===== src/rtl/fix2float.sv =====
// Sequential Q2.30 fixed-point to IEEE-754 single-precision converter.
// Optional round-to-nearest-even mantissa rounding via `define FIX2FLOAT_ROUND_EN.
module fix2float (
    input  logic        clk,
    input  logic        reset_n,
    input  logic        clk_en,
    input  logic        start,
    input  logic [31:0] dataa,
    output logic        done,
    output logic [31:0] result
);

    typedef enum logic [1:0] {
        StIdle = 2'd0,
        StAbs  = 2'd1,
        StNorm = 2'd2,
        StPack = 2'd3
    } state_e;

    state_e      state_q, state_d;

    logic [31:0] data_q;
    logic        sign_q;
    logic [31:0] mag_q;
    logic [4:0]  shift_q;
    logic [31:0] result_q;
    logic        done_q;

    // Control strobes decoded from the current state
    logic        capture;
    logic        load_mag;
    logic        shift_en;
    logic        finish_zero;
    logic        finish_pack;

    logic        data_zero;
    logic [7:0]  exp_raw;
    logic [22:0] mant_raw;
    logic [7:0]  exp_fin;
    logic [22:0] mant_fin;
    logic [31:0] packed_word;

    assign data_zero = (data_q == 32'd0);

    // ------------------------------------------------------------------
    // State register
    // ------------------------------------------------------------------
    always_ff @(posedge clk or negedge reset_n) begin
        if (!reset_n) begin
            state_q <= StIdle;
        end else if (clk_en) begin
            state_q <= state_d;
        end
    end

    // ------------------------------------------------------------------
    // Next-state logic
    // ------------------------------------------------------------------
    always_comb begin
        state_d = state_q;
        unique case (state_q)
            StIdle: if (start)     state_d = StAbs;
            StAbs:  state_d = data_zero ? StIdle : StNorm;
            StNorm: if (mag_q[31]) state_d = StPack;
            StPack: state_d = StIdle;
            default: state_d = StIdle;
        endcase
    end

    // ------------------------------------------------------------------
    // Output / control decode
    // ------------------------------------------------------------------
    always_comb begin
        capture     = 1'b0;
        load_mag    = 1'b0;
        shift_en    = 1'b0;
        finish_zero = 1'b0;
        finish_pack = 1'b0;
        unique case (state_q)
            StIdle: capture = start;
            StAbs: begin
                load_mag    = ~data_zero;
                finish_zero = data_zero;
            end
            StNorm: shift_en = ~mag_q[31];
            StPack: finish_pack = 1'b1;
            default: ;
        endcase
    end

    // ------------------------------------------------------------------
    // Packing: MSB sits at bit 31 once normalised, so p = 31 - shift_q
    // and the biased exponent p + 97 becomes 128 - shift_q.
    // ------------------------------------------------------------------
    assign exp_raw  = 8'd128 - {3'b000, shift_q};
    assign mant_raw = mag_q[30:8];

`ifdef FIX2FLOAT_ROUND_EN
    logic        guard_bit;
    logic        sticky_bit;
    logic        round_up;
    logic [23:0] mant_sum;

    assign guard_bit  = mag_q[7];
    assign sticky_bit = |mag_q[6:0];
    assign round_up   = guard_bit & (sticky_bit | mag_q[8]);
    assign mant_sum   = {1'b0, mant_raw} + {23'd0, round_up};
    // A carry out leaves the low 23 bits at zero, so only the exponent moves
    assign mant_fin   = mant_sum[22:0];
    assign exp_fin    = exp_raw + {7'd0, mant_sum[23]};
`else
    logic unused_round_bits;

    assign unused_round_bits = ^mag_q[7:0];
    assign mant_fin          = mant_raw;
    assign exp_fin           = exp_raw;
`endif

    assign packed_word = {sign_q, exp_fin, mant_fin};

    // ------------------------------------------------------------------
    // Datapath registers
    // ------------------------------------------------------------------
    always_ff @(posedge clk or negedge reset_n) begin
        if (!reset_n) begin
            data_q  <= 32'd0;
            sign_q  <= 1'b0;
            mag_q   <= 32'd0;
            shift_q <= 5'd0;
        end else if (clk_en) begin
            if (capture) begin
                data_q  <= dataa;
                sign_q  <= dataa[31];
                shift_q <= 5'd0;
            end
            if (load_mag) begin
                // Negating 0x80000000 wraps back to itself, giving magnitude 2.0
                mag_q <= sign_q ? (~data_q + 32'd1) : data_q;
            end
            if (shift_en) begin
                mag_q   <= {mag_q[30:0], 1'b0};
                shift_q <= shift_q + 5'd1;
            end
        end
    end

    always_ff @(posedge clk or negedge reset_n) begin
        if (!reset_n) begin
            result_q <= 32'd0;
            done_q   <= 1'b0;
        end else if (clk_en) begin
            done_q <= finish_zero | finish_pack;
            if (finish_zero) begin
                result_q <= 32'd0;
            end else if (finish_pack) begin
                result_q <= packed_word;
            end
        end
    end

    assign done   = done_q;
    assign result = result_q;

endmodule

===== config.mk =====
export PLATFORM = sky130hd
export DESIGN_NAME = fix2float
export DESIGN_NICKNAME = d
export VERILOG_FILES = /design/src/rtl/fix2float.sv
export SDC_FILE = /design/constraint.sdc
export NUM_CORES = 1
export LEC_CHECK = 0
export ABC_AREA = 1
export CAP_MARGIN = 25
export CORE_MARGIN = 3
export CORE_UTILIZATION = 45
export DETAILED_ROUTE_END_ITERATION = 16
export PLACE_DENSITY = 0.73
export SLEW_MARGIN = 20
export SYNTH_ARGS = -nofsm -noshare
export SYNTH_HDL_FRONTEND = slang
export SYNTH_SLANG_ARGS = --single-unit

===== constraint.sdc =====
create_clock -name clk -period 4.7 [get_ports clk]
set_input_delay 0.94 -clock clk [delete_from_list [all_inputs] [get_ports clk]]
set_output_delay 0.94 -clock clk [all_outputs]
set_load 0.005 [all_outputs]

# --- Yosys cells after proc, flatten, opt, wreduce, memory -nomap -nowiden ---
# Cells that the tools add are included.
totals:
  in_bits: 36
  ff_bits: 105
op_classes:
  n_mux: 16
  n_eq_ne: 5
  n_reduce_logical: 10
  n_addsub: 3
  bitwise_logic: 4
ops:
  columns: ["op", "n"]
  rows:
  - ["$mux 32", 5]
  - ["$add 32x1->32 const B", 1]
  - ["$logic_not 32->1", 1]
  - ["$not 32->32", 1]
  - ["$mux 5", 2]
  - ["$pmux 2 s4", 1]
  - ["$reduce_and 2->1", 4]
  - ["$sub 8x5->8 const A", 1]
  - ["$mux 2", 3]
  - ["$reduce_bool 2->1", 3]
  - ["$add 5x1->5 const B", 1]
  - ["$mux 1", 5]
  - ["$eq 2x2->1 const B", 2]
  - ["$ne 2x2->1 const B", 2]
  - ["$reduce_and 3->1", 1]
  - ["$eq 2x1->1 const B", 1]
  - ["$logic_not 2->1", 1]
  - ["$not 1->1", 2]
  - ["$or 1x1->1", 1]

# --- Depth between registers and ports, before layout ---
logic_depth:
  depth_word: 5
  mapped_depth: 12
  mapped_depth_nobuf: 11

# --- Worst setup path before layout ---
# Ideal clock, no wire load.
synth_path:
  path_type: "input -> register"
  from: "input port clk_en"
  to: "register data_q[0]"
  path_buffers: 2
  setup_time_ps: 133
  arrival_time_ps: 1783
  path_slack_ps: 2785
  cell_stages: 5
  cell_sequence: "nand2_1 nor3_1 clkbuf_1 clkbuf_1 o21ai_0"
synth_via:
  elab_chain_cells: 1
synth_rtl:
  columns: ["element", "line_no", "source"]
  rows:
  - ["start, declared", "6", "input logic clk_en,"]
  - ["$reduce_and 2->1 (no source line)", null, null]
  - ["end signal, assigned", "132", "data_q <= dataa;"]
  - ["end, declared", "22", "logic [31:0] data_q;"]
# No other way between the ends.
# A chain may end at the register's enable or synchronous reset.

# --- Worst setup path in the final report ---
layout_path:
  from: "input port clk_en"
  to: "register shift_q[4]"
layout_via:
  elab_chain_cells: 1
layout_rtl:
  columns: ["element", "line_no", "source"]
  rows:
  - ["$reduce_and 2->1 (no source line)", null, null]
  - ["end signal, assigned", "142", "shift_q <= shift_q + 5'd1;"]
  - ["end, declared", "25", "logic [4:0] shift_q;"]
# No other way between the ends.

==> flow_summary.toml <==
[synthesis]
syn-num-nets = 822
synth-edff-count = 0
synthDistinctLibCells = 30
synth.most_common_cell = "nand2_1"
synth.ff_latch_count = 104
async_reset_ff_share_pct = 100
post-synth-top-area-cell = "dfrtp_1"
netlist_instances = 783
post-synth-top-area-fraction_pct = 47.1
yosys_warnings = 0
postSynth.topFlopCell = "dfrtp_1"
synth.cell_area_mm2 = 0.00553
netlist_top_cells_area = "dfrtp_1, nand2_1, nand3_1, nor2_1, o21ai_0"
synth.cells.most_frequent = "nand2_1, dfrtp_1, nand3_1"
avgSynthCellArea_um2 = 7.06
yosysSeqAreaShare_pct = 47.1

[global_routing]
global_route.overflow_total = 0
grt_pass1_wl_um = 22100
grt_max_degree = 74
gr-usage-all-layers_pct = 20.4
number_of_antenna_violations_at_the_first_check_in_global_routing = 0
via_count_of_the_first_global_routing_pass = 4669

[placed_design]
dpl_worst_slack_ns = 1.63
detailedPlacementHpwl_um = 9280
numPortBuffers = 68
finalWeightedCongestion = 0.928

[critical_path]
cpMostUsedCell = "nor2_1"
rr_endpoint = "result[14]$_DFFE_PN0P_"
worst-setup-path-type = "primary input to flop"
path_cells = "clkdlybuf4s50_1 -> inv_1 -> nor2_4 -> nor2_1 -> nor3_2 -> nand3_1 -> nand2_1 -> nor2_1"
crit_slowest_cell = "clkdlybuf4s50_1"
critPathLaunchType = "primary input"
r2r_cells = 10
required_time_of_the_worst_setup_path_ns = 4.92
cpPeakStageDelay_ns = 0.80
crit_path_end_kind = "flop"
rrSetupSlack_ns = 2.38
cp.arrival_ns = 2.94
cp_max_fo = 17
r2r-start = "data_q[0]$_DFFE_PN0P_"
worstSetupStartpoint = "clk_en"

[final_layout]
drive_gt1_share_pct = 6.27
inserted_diodes = 0
area_growth_pct = 19.0
fin_nets = 879
fillCellCount = 1130

[clock_tree]
cts.repair.resized = 0
tritoncts = "done"
max-clock-path-buffers = 2
post_cts_buffers = 0
clk_root_buffer_cell = "clkbuf_16"
ctsHtreeMaxLevel = 3
cts_hold_repair_buffers = 0
cts.clk_slew.worst_paths_ns = 0.07
clk-insertion-delay-late_ns = 0.35
cts_sink_count = 104
numCtsBuffers = 9

[worst_hold_path]
hold_depth = 2
hold_start = "result[17]$_DFFE_PN0P_"
hold_path_class = "flop to flop"
timing.hold.worst_endpoint = "result[17]$_DFFE_PN0P_"

[sta]
layout_worst_path_cycle_share_pct = 58.0
hold_viol = 0
relative_max_transition_margin_pct = 58.1
fin_tns_setup_ns = 0
finalWorstSetupSlack_ns = 1.97
setup_viol = 0
grt_setup_unrepaired = "no"
worst_pin_slew_ns = 0.628
count_of_final_max_slew_check_failures = 0
fin_crit_ns = 2.73
maxClockFrequency_ghz = 0.367
finClkSkew_ns = 0.00754

[outcome]
status = "finished clean"

[die]
effective_utilization_at_floorplan_pct = 47.2
top_level_ports = 69
floorplan.core_area_mm2 = 0.0117
die_h_um = 117
rows = 39
die_width_um = 117
dieArea_mm2 = 0.0136

[routing]
post_drt_wl_per_cell_um = 13.1
avgViaCountPerCell = 5.02
drtIter0Drc = 361
routed_wirelength_um = 13000
route.vias.total = 4959
ant_nets = 0
detail_route.drc_violations = 0
first_pass_iters = 5

[pwr]
vdd_drop_max_v = 0.000149
p_leak_nw = 3.40
power_per_cell_area_mw_per_mm2 = 286

[run]
number_of_max_capacitance_violations_reported = 0
## kinds of logic (layout without fill, tap and decap cells)
group / count (synthesis) / after routing / share of synthesized area (%)
AOI/OAI and AO/OA: 57 / 57 / 5.53
adders and majority gates: 3 / 3 / 0.679
and+or+nand+nor: 538 / 538 / 40.3
DFF: 104 / 104 / 47.1
buffers and inverters: 79 / 141 / 6.11
xor gates and xnor gates: 2 / 2 / 0.317
## worst max path at each step
stage / to / slack, ns
after floorplan: data_q[0]$_DFFE_PN0P_ / 2.78
after global placement: shift_q[4]$_DFFE_PN0P_ / 1.72
after detailed placement: shift_q[4]$_DFFE_PN0P_ / 1.63
after CTS: shift_q[4]$_DFFE_PN0P_ / 1.99
after global routing: shift_q[4]$_DFFE_PN0P_ / 1.80
final: shift_q[4]$_DFFE_PN0P_ / 1.97
## metal layers
metal	vias up	part of all wire (%)	GRT usage (%)	wire [um]
met3	13	4.5	3.14	578
met2	118	44	31.0	5690
met4	0	1.3	6.12	170
met5	-	0	0	0
met1	2266	50	30.1	6510
li1	2562	-	-	-
## placed cells by master, fill, tap and decap left out
master / netlist / layout
a21oi_1: 9 / 9
a21oi_2: 1 / 1
a22o_1: 1 / 1
a31oi_1: 2 / 2
buf_12: 1 / 1
buf_4: 0 / 5
clkbuf_16: 0 / 9
clkdlybuf4s50_1: 0 / 67
clkinv_2: 0 / 1
clkinv_4: 0 / 2
clkinvlp_4: 0 / 2
dfrtp_1: 104 / 104
ha_1: 3 / 3
inv_1: 50 / 50
inv_2: 2 / 2
inv_6: 0 / 2
nand2_1: 379 / 379
nand2_2: 12 / 12
nand2_4: 3 / 3
nand3_1: 66 / 66
nand4_1: 3 / 3
nor2_1: 57 / 57
nor2_2: 5 / 5
nor2_4: 1 / 1
nor2_8: 1 / 1
nor3_1: 6 / 5
nor3_2: 1 / 2
nor3b_1: 2 / 2
o211ai_1: 1 / 1
o21ai_0: 41 / 41
o21ai_2: 2 / 2
or2_2: 2 / 2
xor2_1: 2 / 2
## per-stage QoR
step / util (%) / cells / total power, W / area [um2] / hold WS, ns
6_report: 56.1 / 988 / 0.00188 / 6580 / 0.468
5_1_grt: 56.1 / 988 / 0.00196 / 6580 / 0.485
4_1_cts: 56.0 / 987 / 0.00189 / 6560 / 0.475
3_5_place_dp: 53.6 / 971 / 0.00118 / 6270 / 0.457
3_3_place_gp: 53.6 / 971 / 0.00117 / 6270 / 0.453
2_1_floorplan: - / 783 / 0.00109 / 5530 / 0.442
## critical path: cells and delay by family
family | cells | cell delay (ns)
buffers and inverters | 2 | 1.03
AND/OR/NAND/NOR | 6 | 0.99
## final cells by class
type	instances	area, um2	share of cell area [%]
repair buffers	73	728	11.1
clock buffers	9	225	3.43
well taps	143	179	2.72
flip-flops and latches	104	2600	39.6
multi-input cells	600	2590	39.4
inverters	52	195	2.97
clock inverters	7	55.1	0.837
## state kept, by name (all words and copies together), names as in the netlist, named ones only
register and count:
data_q 32, done 1, mag_q 32, result 32, shift_q 5, state_q 1
## where the power goes
part           switching [W]  internal [W]
logic               0.000124     0.0000806
registers          0.0000355      0.000926
clock network       0.000349      0.000364
(Power assumes the default switching activity.)
